File: config.mk
export PLATFORM = sky130hd
export DESIGN_NAME = mips_instr_encoder
export DESIGN_NICKNAME = d
export VERILOG_FILES = /design/src/rtl/mips_isa_pkg.sv /design/src/rtl/instr_skid_buf.sv /design/src/rtl/mips_instr_encoder.sv
export SDC_FILE = /design/constraint.sdc
export NUM_CORES = 1
export LEC_CHECK = 0
export ABC_AREA = 1
export BUFFER_PORTS_ARGS = -buffer_cell sky130_fd_sc_hd__buf_2
export CORE_MARGIN = 4
export CORE_UTILIZATION = 40
export CTS_BUF_LIST = sky130_fd_sc_hd__clkbuf_2 sky130_fd_sc_hd__clkbuf_4 sky130_fd_sc_hd__clkbuf_8
export DETAILED_ROUTE_END_ITERATION = 10
export GPL_TIMING_DRIVEN = 0
export PLACE_DENSITY_LB_ADDON = 0.15
export SLEW_MARGIN = 0
export SYNTH_ARGS = -nofsm -noshare
export SYNTH_HDL_FRONTEND = slang
export SYNTH_HIERARCHICAL = 1
export SYNTH_SLANG_ARGS = --single-unit
File: constraint.sdc
create_clock -name clk -period 5.4 [get_ports clk]
set_input_delay 0.54 -clock clk [delete_from_list [all_inputs] [get_ports clk]]
set_output_delay 0.54 -clock clk [all_outputs]
set_load 0.05 [all_outputs]
File: src/rtl/mips_isa_pkg.sv
// Shared MIPS ISA definitions: symbolic op codes, opcode/funct fields, IM write entry.
// Pure declarations, no timing; imported by the encoder and the control decoder.
package mips_isa_pkg;

  typedef enum logic [3:0] {
    OP_NOP = 4'd0,
    OP_ADD = 4'd1,
    OP_SUB = 4'd2,
    OP_ORI = 4'd3,
    OP_LW  = 4'd4,
    OP_SW  = 4'd5,
    OP_BEQ = 4'd6,
    OP_LUI = 4'd7,
    OP_JAL = 4'd8,
    OP_JR  = 4'd9
  } op_e;

  localparam logic [5:0] OPC_ALU = 6'h00;
  localparam logic [5:0] OPC_ORI = 6'h0D;
  localparam logic [5:0] OPC_LW  = 6'h23;
  localparam logic [5:0] OPC_SW  = 6'h2B;
  localparam logic [5:0] OPC_BEQ = 6'h04;
  localparam logic [5:0] OPC_LUI = 6'h0F;
  localparam logic [5:0] OPC_JAL = 6'h03;

  localparam logic [5:0] FUNCT_ADD = 6'h20;
  localparam logic [5:0] FUNCT_SUB = 6'h22;
  localparam logic [5:0] FUNCT_JR  = 6'h08;

  typedef struct packed {
    logic [31:0] addr;
    logic [31:0] data;
  } im_entry_t;

  function automatic logic op_is_valid(input logic [3:0] op);
    return op <= OP_JR;
  endfunction

endpackage

File: src/rtl/instr_skid_buf.sv
// 2-entry 64-bit FIFO with push/pop/flush; head visible the cycle after a push into empty.
// Push is dropped when full unless a pop frees the slot in the same cycle; flush wins over both.
module instr_skid_buf (
  input  logic        clk,
  input  logic        reset_n,
  input  logic        flush,
  input  logic        push,
  input  logic [63:0] push_dat,
  input  logic        pop,
  output logic [63:0] head_dat,
  output logic [1:0]  occupancy
);

  logic [1:0][63:0] mem_q, mem_d;
  logic             rd_ptr_q, rd_ptr_d;
  logic [1:0]       cnt_q, cnt_d;
  logic             push_en, pop_en, wr_idx;

  assign pop_en    = pop && (cnt_q != 2'd0);
  assign push_en   = push && ((cnt_q != 2'd2) || pop_en);
  // With two slots the tail is head xor the low count bit; at count 2 it aliases the slot being popped.
  assign wr_idx    = rd_ptr_q ^ cnt_q[0];
  assign head_dat  = mem_q[rd_ptr_q];
  assign occupancy = cnt_q;

  always_comb begin
    mem_d    = mem_q;
    rd_ptr_d = rd_ptr_q;
    cnt_d    = cnt_q;
    if (flush) begin
      rd_ptr_d = 1'b0;
      cnt_d    = 2'd0;
    end else begin
      if (push_en) mem_d[wr_idx] = push_dat;
      if (pop_en)  rd_ptr_d = ~rd_ptr_q;
      cnt_d = cnt_q + {1'b0, push_en} - {1'b0, pop_en};
    end
  end

  always_ff @(posedge clk or negedge reset_n) begin
    if (!reset_n) begin
      mem_q    <= '0;
      rd_ptr_q <= 1'b0;
      cnt_q    <= 2'd0;
    end else begin
      mem_q    <= mem_d;
      rd_ptr_q <= rd_ptr_d;
      cnt_q    <= cnt_d;
    end
  end

endmodule

File: src/rtl/mips_instr_encoder.sv
// Encodes symbolic MIPS requests and streams {addr, word} writes into IM from BASE_ADDR.
// Accept-to-im_valid latency 1 when empty; req_ready drops when buffer holds 2, when full, or during clear.
module mips_instr_encoder
  import mips_isa_pkg::*;
#(
  parameter logic [31:0] BASE_ADDR = 32'h0000_3000,
  parameter int          DEPTH     = 1024,
  localparam int         CW        = $clog2(DEPTH + 1)
) (
  input  logic          clk,
  input  logic          reset_n,
  input  logic          clear,
  input  logic          req_valid,
  output logic          req_ready,
  input  logic [3:0]    req_op,
  input  logic [4:0]    req_rs,
  input  logic [4:0]    req_rt,
  input  logic [4:0]    req_rd,
  input  logic [15:0]   req_imm,
  input  logic [25:0]   req_target,
  output logic          im_valid,
  input  logic          im_ready,
  output logic [31:0]   im_addr,
  output logic [31:0]   im_wdata,
  output logic [CW-1:0] word_count,
  output logic          full,
  output logic          err_invalid
);

  function automatic logic [31:0] encode(
    input logic [3:0]  op,
    input logic [4:0]  rs,
    input logic [4:0]  rt,
    input logic [4:0]  rd,
    input logic [15:0] imm,
    input logic [25:0] target
  );
    logic [31:0] w;
    w = 32'h0;
    case (op)
      OP_ADD:  w = {OPC_ALU, rs, rt, rd, 5'h0, FUNCT_ADD};
      OP_SUB:  w = {OPC_ALU, rs, rt, rd, 5'h0, FUNCT_SUB};
      OP_ORI:  w = {OPC_ORI, rs, rt, imm};
      OP_LW:   w = {OPC_LW,  rs, rt, imm};
      OP_SW:   w = {OPC_SW,  rs, rt, imm};
      OP_BEQ:  w = {OPC_BEQ, rs, rt, imm};
      OP_LUI:  w = {OPC_LUI, 5'h0, rt, imm};
      OP_JAL:  w = {OPC_JAL, target};
      OP_JR:   w = {OPC_ALU, rs, 15'h0, FUNCT_JR};
      default: w = 32'h0;
    endcase
    return w;
  endfunction

  logic [CW-1:0] word_count_q, word_count_d;
  logic          err_q, err_d;
  logic [1:0]    occ;
  logic [63:0]   head_raw;
  im_entry_t     head, push_entry;
  logic          accept, op_ok, push, pop;

  assign full = (word_count_q == CW'(DEPTH));
  // Reset gates ready combinationally so no request slips in while reset_n is low.
  assign req_ready = reset_n && !full && (occ != 2'd2) && !clear;
  assign accept    = req_valid && req_ready;
  assign op_ok     = op_is_valid(req_op);
  assign push      = accept && op_ok;

  assign push_entry.addr = BASE_ADDR + (32'(word_count_q) << 2);
  assign push_entry.data = encode(req_op, req_rs, req_rt, req_rd, req_imm, req_target);

  assign head     = im_entry_t'(head_raw);
  assign im_valid = (occ != 2'd0);
  assign pop      = im_valid && im_ready;
  assign im_addr  = im_valid ? head.addr : 32'h0;
  assign im_wdata = im_valid ? head.data : 32'h0;

  assign word_count  = word_count_q;
  assign err_invalid = err_q;

  always_comb begin
    word_count_d = word_count_q;
    err_d        = accept && !op_ok;
    if (clear) begin
      word_count_d = '0;
      err_d        = 1'b0;
    end else if (push) begin
      word_count_d = word_count_q + 1'b1;
    end
  end

  always_ff @(posedge clk or negedge reset_n) begin
    if (!reset_n) begin
      word_count_q <= '0;
      err_q        <= 1'b0;
    end else begin
      word_count_q <= word_count_d;
      err_q        <= err_d;
    end
  end

  instr_skid_buf u_buf (
    .clk       (clk),
    .reset_n   (reset_n),
    .flush     (clear),
    .push      (push),
    .push_dat  (push_entry),
    .pop       (pop),
    .head_dat  (head_raw),
    .occupancy (occ)
  );

endmodule
==> out/metrics.csv <==
stage;metric;value;unit
outcome;status;completed;
global_routing;GRT Residual Overflow;0;
final_layout;Ant. Diodes;0;
timing;measured slew at the worst slew-check pin;672;ps
global_routing;initial antenna violation count;0;
timing;unrepaired setup endpoints after global routing;false;
die;core area;19500;sq um
setup_path;Worst Reg2Reg Path Length in Cells;13;
setup_path;critical setup path kind;reg -> out;
die;die area;22200;sq um
setup_path;Worst path slowest cell;clkbuf_1;
detailed_routing;wirelength, routed;20700;um
setup_path;CP max stage delay;450;ps
power;Total Power;2640;uW
yosys;mux contribution to synthesized area;0;
timing;max-slew violation count;0;
yosys;Mean Syn Cell Area;6.89;sq um
yosys;largest family of logic cells by synthesized area;simple AND/OR/NAND/NOR gates;
setup_path;CP max FO;10;
yosys;area share of the largest cell type after synthesis;0.451;
place;Port Buf Inserts;144;
setup_path;Worst path most repeated cell;buf_2;
die;# IOs;145;
die;Rows;51;
detailed_routing;Routed Antenna Nets;0;
timing;Post-Route Skew;10.1;ps
clock_network;# resized after CTS;0;
timing;Setup violations, final;0;
die;Die Ht;149;um
clock_network;CTS tree;yes;
yosys;FF+latch count, synth;143;
job;max_cap viols;0;
final_layout;design area;9610;sq um
yosys;leading area contributor after synthesis;dfrtp_1;
yosys;post-synthesis cell type count;31;
detailed_routing;DRT Pass-1 Iters;5;
detailed_routing;via count;7206;
clock_network;CTS max path bufs;2;
power;power per cell area;275;nW/um^2
setup_path;crit path cell chain;buf_2 > inv_2 > buf_2 > clkbuf_1 > nand2_1 > nand2_1 > inv_1 > nor2_1 > buf_2;
setup_path;Setup crit end kind;primary output;
clock_network;Setup Buffers After CTS;0;
timing;post-route clock period utilization;0.537;
yosys;synth top area cells;dfrtp_1 (45%), nand2_1 (32%), inv_1 (4.7%);
timing;hold_ws;76.6;ps
yosys;Mapped Cells;1151;
yosys;sequential share of the synthesized area;0.451;
global_routing;vias in the first global route;6743;
detailed_routing;DR iter-0 viols;431;
setup_path;critical path required time;4860;ps
yosys;adder and majority gate portion of the synthesized area;0.00631;
die;Die Wd;149;um
final_layout;P&R area growth vs syn;21.1;%
setup_path;startpoint types;flop;
place;Final HPWL DP;14500;um
final_layout;Cell Count, Final, Fillers Out;1632;
clock_network;Num CTS Buffers;17;
clock_network;# H-tree levels;4;
timing;final hold violation count;0;
yosys;Synth warnings;6;
clock_network;Root Driver;clkbuf_8;
yosys;post-synthesis cell area;7930;sq um
final_layout;layout cells sized above 1;0.184;
timing;Setup TNS Final;0;ps
final_layout;final net count;1424;
timing;Tmin final;2900;ps
detailed_routing;wire per inst;12.7;um
clock_network;clock-pin slew on the worst setup and hold paths;80;ps
global_routing;largest net degree at the start of global routing;76;
min_path;hold crit path type;in -> async;
clock_network;cts hold-fix bufs;0;
global_routing;Overall Global Routing Usage;0.193;
timing;headroom to the max-slew limit;0.552;
place;GPL Wtd Cong;0.821;
detailed_routing;mean number of vias per cell;4.42;
clock_network;clock latency on the worst-skew pair;450;ps
detailed_routing;Residual DRC;0;
yosys;Post-Synth XOR/XNOR Area;0.00442;
place;Placed Cells;1600;
setup_path;Critical Path AT;2360;ps
timing;Achievable Freq;345;MHz
place;DP Area;9170;sq um
yosys;Post-Synth Simple-Gate Area;0.408;
global_routing;first-pass GRT wire length;34300;um
clock_network;clock sinks;143;
yosys;Compound-Gate Fraction of Synth Area;0.0210;
power;Leakage;0.00570;uW
die;initial core utilization;0.408;
power;worst vdd ir;0.151;mV
-- final cells by class --
| type | count | area, sq um |
|---|---|---|
| plain buffers | 63 | 475 |
| clock buffers | 19 | 255 |
| clock inverters | 13 | 186 |
| fillers | 2048 | 9850 |
| inverters | 104 | 390 |
| multi-input cells | 880 | 3640 |
| flip-flops and latches | 143 | 3580 |
| well taps | 265 | 332 |
| repair buffers | 145 | 754 |
-- cells in the final DEF, fill, tap and decap left out, types with 4 or more instances in the layout --
cell type	instances
bufinv_16	4
buf_6	4
o21ai_0	10
nand3_1	30
ha_1	4
a22o_1	8
buf_1	6
buf_2	166
nor2_1	84
nand2_2	5
clkbuf_8	18
inv_2	5
nor2_2	5
nor3_1	4
clkinvlp_4	4
inv_1	99
nand2_1	666
dfrtp_1	143
conb_1	40
clkbuf_1	7
buf_4	11
buf_8	13
xor2_1	4
-- synthesized netlist by cell type --
cell	number
o21ai_0	10
ha_1	4
buf_1	6
nand4_4	3
o21bai_1	1
a21oi_1	3
xor2_1	4
nand3_1	30
inv_2	5
nand3_4	2
nor3_1	4
a22o_1	8
buf_2	23
a21boi_0	1
nand2_2	5
nor2_1	84
nor2_2	5
nand2_1	666
clkbuf_1	7
dfrtp_1	143
conb_1	1
buf_8	13
buf_6	3
nand4_1	3
o211ai_1	1
nor2_8	2
nor2_4	2
or2_1	1
inv_1	99
buf_4	11
a21oi_2	1
-- worst max-delay path, delay by kind of cell (launching register included) --
family | cells | cell delay [ps]
simple gates | 3 | 330
flops | 1 | 360
buf+inv | 6 | 1250
-- metal layers --
metal | track usage | up-vias | wire (um)
met5 | 0 | - | 0
li1 | - | 3781 | -
met3 | 0.0362 | 21 | 952
met4 | 0.0499 | 0 | 257
met2 | 0.305 | 150 | 9460
met1 | 0.275 | 3254 | 10100
-- state kept, by name, indices dropped and copies added (netlist names) --
name,cells
u_buf/occupancy,2
word_count,11
err_invalid,1
u_buf/rd_ptr_q,1
u_buf/mem_q,128
-- stage by stage --
stage	setup slack, ps	utilization
2_1_floorplan	2830	-
3_3_place_gp	357	0.469
3_5_place_dp	2130	0.471
4_1_cts	2430	0.494
5_1_grt	2200	0.494
6_report	2500	0.494
-- path summary, 6_finish.rpt --
kind	endpoint	slack, ps	startpoint
setup / recovery	im_addr[6]	2500	u_buf/rd_ptr_q
hold / removal	u_buf/mem_q[15]	80	reset_n
setup reg to reg	u_buf/occupancy[0]	3130	word_count[0]
hold reg to reg	u_buf/mem_q[1]	480	u_buf/mem_q[1]
max in group asynchronous	u_buf/mem_q[32]	4530	reset_n
min in group clk	err_invalid	350	req_valid
-- cell families (layout without fill, tap and decap cells) --
family          Yosys count  in the layout
simple gates            807            807
buf+inv                 167            344
flops                   143            143
compound gates           25             25
fa+ha+maj                 4              4
xor+xnor                  4              4
other cells               1             40
-- where the power goes --
part / internal, uW / leakage, uW / total (uW) / switching [uW]
registers: 1190 / 0.00194 / 1260 / 65.0
logic: 154 / 0.00355 / 436 / 282
clock network: 522 / 0.000212 / 951 / 429
No activity file was read; power rests on OpenSTA's default activity.
